--- src/rtl/store_pkg.sv ---
// Shared encodings for the narrowing store path: op codes, FSM states and the
// legality rule for a store request.
package store_pkg;

  localparam int unsigned WORD_W = 32;

  typedef enum logic [1:0] {
    OP_SB  = 2'd0,
    OP_SH  = 2'd1,
    OP_SW  = 2'd2,
    OP_RSV = 2'd3
  } op_e;

  typedef enum logic [1:0] {
    StIdle  = 2'd0,
    StRd    = 2'd1,
    StRwait = 2'd2,
    StWr    = 2'd3
  } state_e;

  // Reserved op, odd halfword address or unaligned word address.
  function automatic logic op_illegal(input op_e op, input logic [1:0] off);
    return (op == OP_RSV) || ((op == OP_SH) && off[0]) || ((op == OP_SW) && (off != 2'b00));
  endfunction

endpackage

--- src/rtl/lane_merge.sv ---
// Little-endian byte/halfword insert of a register value into an existing memory word.
module lane_merge
  import store_pkg::*;
(
  input  logic [WORD_W-1:0] old_i,
  input  logic [WORD_W-1:0] wdata_i,
  input  op_e               op_i,
  input  logic [1:0]        off_i,
  output logic [WORD_W-1:0] merged_o
);

  always_comb begin
    merged_o = old_i;
    unique case (op_i)
      OP_SB: merged_o[{off_i, 3'b000} +: 8] = wdata_i[7:0];
      OP_SH: begin
        if (off_i[1]) merged_o[31:16] = wdata_i[15:0];
        else          merged_o[15:0]  = wdata_i[15:0];
      end
      OP_SW:   merged_o = wdata_i;
      OP_RSV:  merged_o = old_i;
      default: merged_o = old_i;
    endcase
  end

endmodule

--- src/rtl/store_rmw_unit.sv ---
// Store path into a word-only synchronous memory; SB/SH go through read-modify-write,
// SW writes directly. All outputs are registered.
module store_rmw_unit
  import store_pkg::*;
#(
  parameter int unsigned AW = 8
) (
  input  logic              clk_i,
  input  logic              rst_ni,
  input  logic              req_i,
  input  logic [1:0]        op_i,
  input  logic [31:0]       addr_i,
  input  logic [WORD_W-1:0] wdata_i,
  output logic              busy_o,
  output logic              done_o,
  output logic              err_o,
  output logic [AW-1:0]     mem_addr_o,
  output logic              mem_we_o,
  output logic [WORD_W-1:0] mem_wdata_o,
  input  logic [WORD_W-1:0] mem_rdata_i
);

  state_e              state_q, state_d;
  op_e                 op_q, op_d;
  logic [1:0]          off_q, off_d;
  logic [WORD_W-1:0]   wdata_q, wdata_d;
  logic [AW-1:0]       mem_addr_q, mem_addr_d;
  logic                mem_we_q, mem_we_d;
  logic [WORD_W-1:0]   mem_wdata_q, mem_wdata_d;
  logic                busy_q, busy_d;
  logic                done_q, done_d;
  logic                err_q, err_d;
  logic [WORD_W-1:0]   merged;

  op_e  req_op;
  logic req_bad;
  logic unused_addr;

  assign req_op      = op_e'(op_i);
  assign req_bad     = op_illegal(req_op, addr_i[1:0]);
  // Address bits above the memory's range wrap silently.
  assign unused_addr = ^addr_i[31:AW+2];

  lane_merge u_lane_merge (
    .old_i    (mem_rdata_i),
    .wdata_i  (wdata_q),
    .op_i     (op_q),
    .off_i    (off_q),
    .merged_o (merged)
  );

  always_ff @(posedge clk_i or negedge rst_ni) begin
    if (!rst_ni) begin
      state_q <= StIdle;
    end else begin
      state_q <= state_d;
    end
  end

  always_comb begin
    state_d = state_q;
    unique case (state_q)
      StIdle: begin
        if (req_i && !req_bad) state_d = (req_op == OP_SW) ? StWr : StRd;
      end
      StRd:    state_d = StRwait;
      StRwait: state_d = StWr;
      StWr:    state_d = StIdle;
      default: state_d = StIdle;
    endcase
  end

  always_comb begin
    op_d        = op_q;
    off_d       = off_q;
    wdata_d     = wdata_q;
    mem_addr_d  = mem_addr_q;
    mem_wdata_d = mem_wdata_q;
    done_d      = 1'b0;
    err_d       = 1'b0;

    if ((state_q == StIdle) && req_i) begin
      op_d       = req_op;
      off_d      = addr_i[1:0];
      wdata_d    = wdata_i;
      mem_addr_d = addr_i[AW+1:2];
      if (req_bad)              err_d       = 1'b1;
      else if (req_op == OP_SW) mem_wdata_d = wdata_i;
    end
    // mem_rdata_i carries the word addressed during StRd.
    if (state_q == StRwait) mem_wdata_d = merged;
    if (state_q == StWr)    done_d      = 1'b1;

    mem_we_d = (state_d == StWr);
    busy_d   = (state_d != StIdle);
  end

  always_ff @(posedge clk_i or negedge rst_ni) begin
    if (!rst_ni) begin
      op_q        <= OP_SB;
      off_q       <= 2'b00;
      wdata_q     <= '0;
      mem_addr_q  <= '0;
      mem_we_q    <= 1'b0;
      mem_wdata_q <= '0;
      busy_q      <= 1'b0;
      done_q      <= 1'b0;
      err_q       <= 1'b0;
    end else begin
      op_q        <= op_d;
      off_q       <= off_d;
      wdata_q     <= wdata_d;
      mem_addr_q  <= mem_addr_d;
      mem_we_q    <= mem_we_d;
      mem_wdata_q <= mem_wdata_d;
      busy_q      <= busy_d;
      done_q      <= done_d;
      err_q       <= err_d;
    end
  end

  assign busy_o      = busy_q;
  assign done_o      = done_q;
  assign err_o       = err_q;
  assign mem_addr_o  = mem_addr_q;
  assign mem_we_o    = mem_we_q;
  assign mem_wdata_o = mem_wdata_q;

endmodule

--- config.mk ---
export PLATFORM = sky130hd
export DESIGN_NAME = store_rmw_unit
export DESIGN_NICKNAME = d
export VERILOG_FILES = /design/src/rtl/store_pkg.sv /design/src/rtl/lane_merge.sv /design/src/rtl/store_rmw_unit.sv
export SDC_FILE = /design/constraint.sdc
export NUM_CORES = 1
export LEC_CHECK = 0
export ABC_AREA = 0
export CAP_MARGIN = 20
export CORE_AREA = 5 5 155 83
export DETAILED_ROUTE_END_ITERATION = 8
export DIE_AREA = 0 0 160 88
export GPL_TIMING_DRIVEN = 0
export PLACE_DENSITY = 0.75
export SYNTH_ARGS = -nofsm -noshare
export SYNTH_HDL_FRONTEND = slang
export SYNTH_SLANG_ARGS = --single-unit
--- constraint.sdc ---
create_clock -name clk_i -period 5.15 [get_ports clk_i]
set_input_delay 0.7725 -clock clk_i [delete_from_list [all_inputs] [get_ports clk_i]]
set_output_delay 0.7725 -clock clk_i [all_outputs]
set_load 0.1 [all_outputs]
==> results.md <==
- Starting Density: 43.6%
- Iter 0 DRT Violations: 620
- Core region area: 11400 um2
- Synth Register Bits: 82
- TritonCTS buffer count: 9
- Worst Path Required: 4.38 ns
- First-pass GRT wire length: 26000 um
- Share of cells above drive strength 1: 17.0%
- Worst hold path class: primary input to asynchronous set/reset pin
- Status: completed
- Post-DRT Antenna Nets: 0
- FFs w/ async S/R, synth: 100%
- CTS Hold Bufs: 0
- RSZ-0062 raised after global routing: false
- Most used flip-flop cell after synthesis: dfrtp_1
- Top delay family on crit path: buffers and inverters
- Reg clk slew, reported paths: 0.06 ns
- Hold Violations, Final: 0
- Io pins: 145
- Critical Path Max Stage Delay: 1.16 ns
- Worst setup EP type: output pin
- Number of max-cap violations: 0
- Detail Placement HPWL: 12500 um
- Pin count of the biggest net entering global routing: 57
- Syn Area/Cell: 11.3 um2
- Post-Synthesis Cell Area: 4960 um2
- CP max stage cell: clkdlybuf4s50_1
- Number of fill cells: 938
- Fin Setup TNS: 0 ns
- Final wirelength: 16800 um
- Area Growth Syn to Fin: 34.8%
- Die ar.: 14100 um2
- Post-Syn Nets: 549
- DRC Markers: 0
- Sink Count: 82
- H-tree depth: 3
- Critical path cell sequence: clkdlybuf4s50_1
- Worst-margin pin slew: 1.00 ns
- Crit path buf inv count: 1
- Post-DR vias/cell: 6.26
- Post-synth cell types: 43
- Die height: 88 um
- Remaining Overflow, GRT: 0
- Clock Skew: 0.00649 ns
- Most frequent cells in the layout: 121 x clkdlybuf4s50_1, 82 x dfrtp_1, 62 x mux2i_1
- Initial antenna violation count: 1
- Clock buffer depth: 2
- N_diodes: 0
- Highest Clock Rate: 375 MHz
- Tcrit/Tclk final: 51.8%
- Number of gates resized after CTS: 0
- Most common cell after layout, fill and taps aside: clkdlybuf4s50_1
- Total number of vias: 4558
- Fin. max-slew vios: 0
- Final min period: 2.67 ns
- Root Driver: clkbuf_16
- CP Data Arrival Time: 1.89 ns
- Total global-route track usage: 23.8%
- FP Rows: 28
- Port-buffer cells: 122
- Cells after Synth: 439
- Setup Fix Bufs, Post-CTS: 0
- Clock Latency Late Sink: 0.35 ns
- CP Max Fanout: 2
- Die W: 160 um
- Final GP Congestion: 0.953
- Post-layout net count: 683
- Post-synth EDFFs: 0
- CTS tree: built
- Final Setup Violations: 0
- TritonRoute pass-1 iters: 6
- Routed len/inst: 23.1 um
- Number of global-route vias before repair: 4648
- Max_slew headroom: 32.8%
- Crit path kind: register to output pin
- Ys Warns: 0
- Critical path startpoint category: register
- Seq/Total Area, Yosys: 41.3%
==> worst reg2reg max path, stage by stage (launching register included) <==
cell      delay, ns
dfrtp_1        0.41
buf_2          0.21
inv_1          0.22
buf_2          0.32
ha_1           0.33
nor4bb_1       0.26
buf_2          0.27
a221oi_1       0.11
a221o_1        0.31
mux2i_1        0.14
==> path summary, 6_finish.rpt <==
kind,startpoint,end,slack [ns],cells after the start
setup / recovery,mem_wdata_o[6],mem_wdata_o[6],2.48,1
hold / removal,rst_ni,done_o,0.35,1
setup reg to reg,off_q[1],mem_wdata_o[28],2.49,9
hold reg to reg,mem_addr_o[0],mem_addr_o[0],0.50,1
max in group asynchronous,rst_ni,wdata_q[16],4.18,2
min in group clk_i,mem_addr_o[0],mem_addr_o[0],0.50,1
==> synth_stat cells, types with 8 or more instances <==
master     number  area, um2
a221o_1        31        310
nor2b_1         9       56.3
nand2_1        18       67.6
mux2_2         46        518
buf_2          18       90.1
dfrtp_1        82       2050
mux2i_1        62        621
o21ai_1        14       70.1
a311oi_1        9       78.8
o2111ai_1      14        123
ha_1            9        113
inv_1          24       90.1
o22ai_1        16        100
a2bb2oi_1      14        123
clkbuf_1       10       37.5
a221oi_1        8       70.1
o211ai_1       14        105
==> registers in the layout, summed over array words and instances, names as in the netlist <==
register     cells
busy_o           1
done_o           1
err_o            1
mem_addr_o       8
mem_wdata_o     32
mem_we_o         1
off_q            2
op_q             2
state_q          2
wdata_q         32
==> metrics by stage <==
step / hold slack, ns / cells / util, % / cell area (um2) / setup slack, ns
after global placement: 0.487 / 711 / 56.0 / 6370 / 0.462
after CTS: 0.357 / 728 / 58.7 / 6690 / 2.50
after floorplan: 0.477 / 439 / - / 4960 / 3.05
after detailed placement: 0.493 / 712 / 56.2 / 6400 / 2.45
after global routing: 0.380 / 728 / 58.7 / 6690 / 2.30
final: 0.350 / 728 / 58.7 / 6690 / 2.48
==> routing by layer <==
| layer | global-route usage (%) | up-vias | wire length, um |
|---|---|---|---|
| li1 | - | 1992 | - |
| met1 | 33.0 | 2206 | 7460 |
| met2 | 34.9 | 301 | 6880 |
| met3 | 9.17 | 57 | 2070 |
| met4 | 6.71 | 2 | 363 |
| met5 | 0 | - | 13 |
==> logic make-up after synthesis <==
| group | count (synthesis) | share of synthesized area (%) |
|---|---|---|
| compound gates | 134 | 21.8 |
| mux | 108 | 22.9 |
| flops | 82 | 41.3 |
| buf+inv | 64 | 6.63 |
| simple gates | 42 | 5.02 |
| fa+ha+maj | 9 | 2.27 |
==> area by class of cell <==
cell class,count,area (um2),share of cell area (%)
repair buffers,123,1250,18.6
clock inverters,4,25.0,0.374
clock buffers,12,267,3.98
inverters,24,90.1,1.35
multi-input cells,293,2580,38.6
flip-flops and latches,82,2050,30.7
plain buffers,40,239,3.57
well taps,150,188,2.81
Power is not shown: default switching activity piles up to over one toggle a cycle in this logic, so the estimate is an artifact.
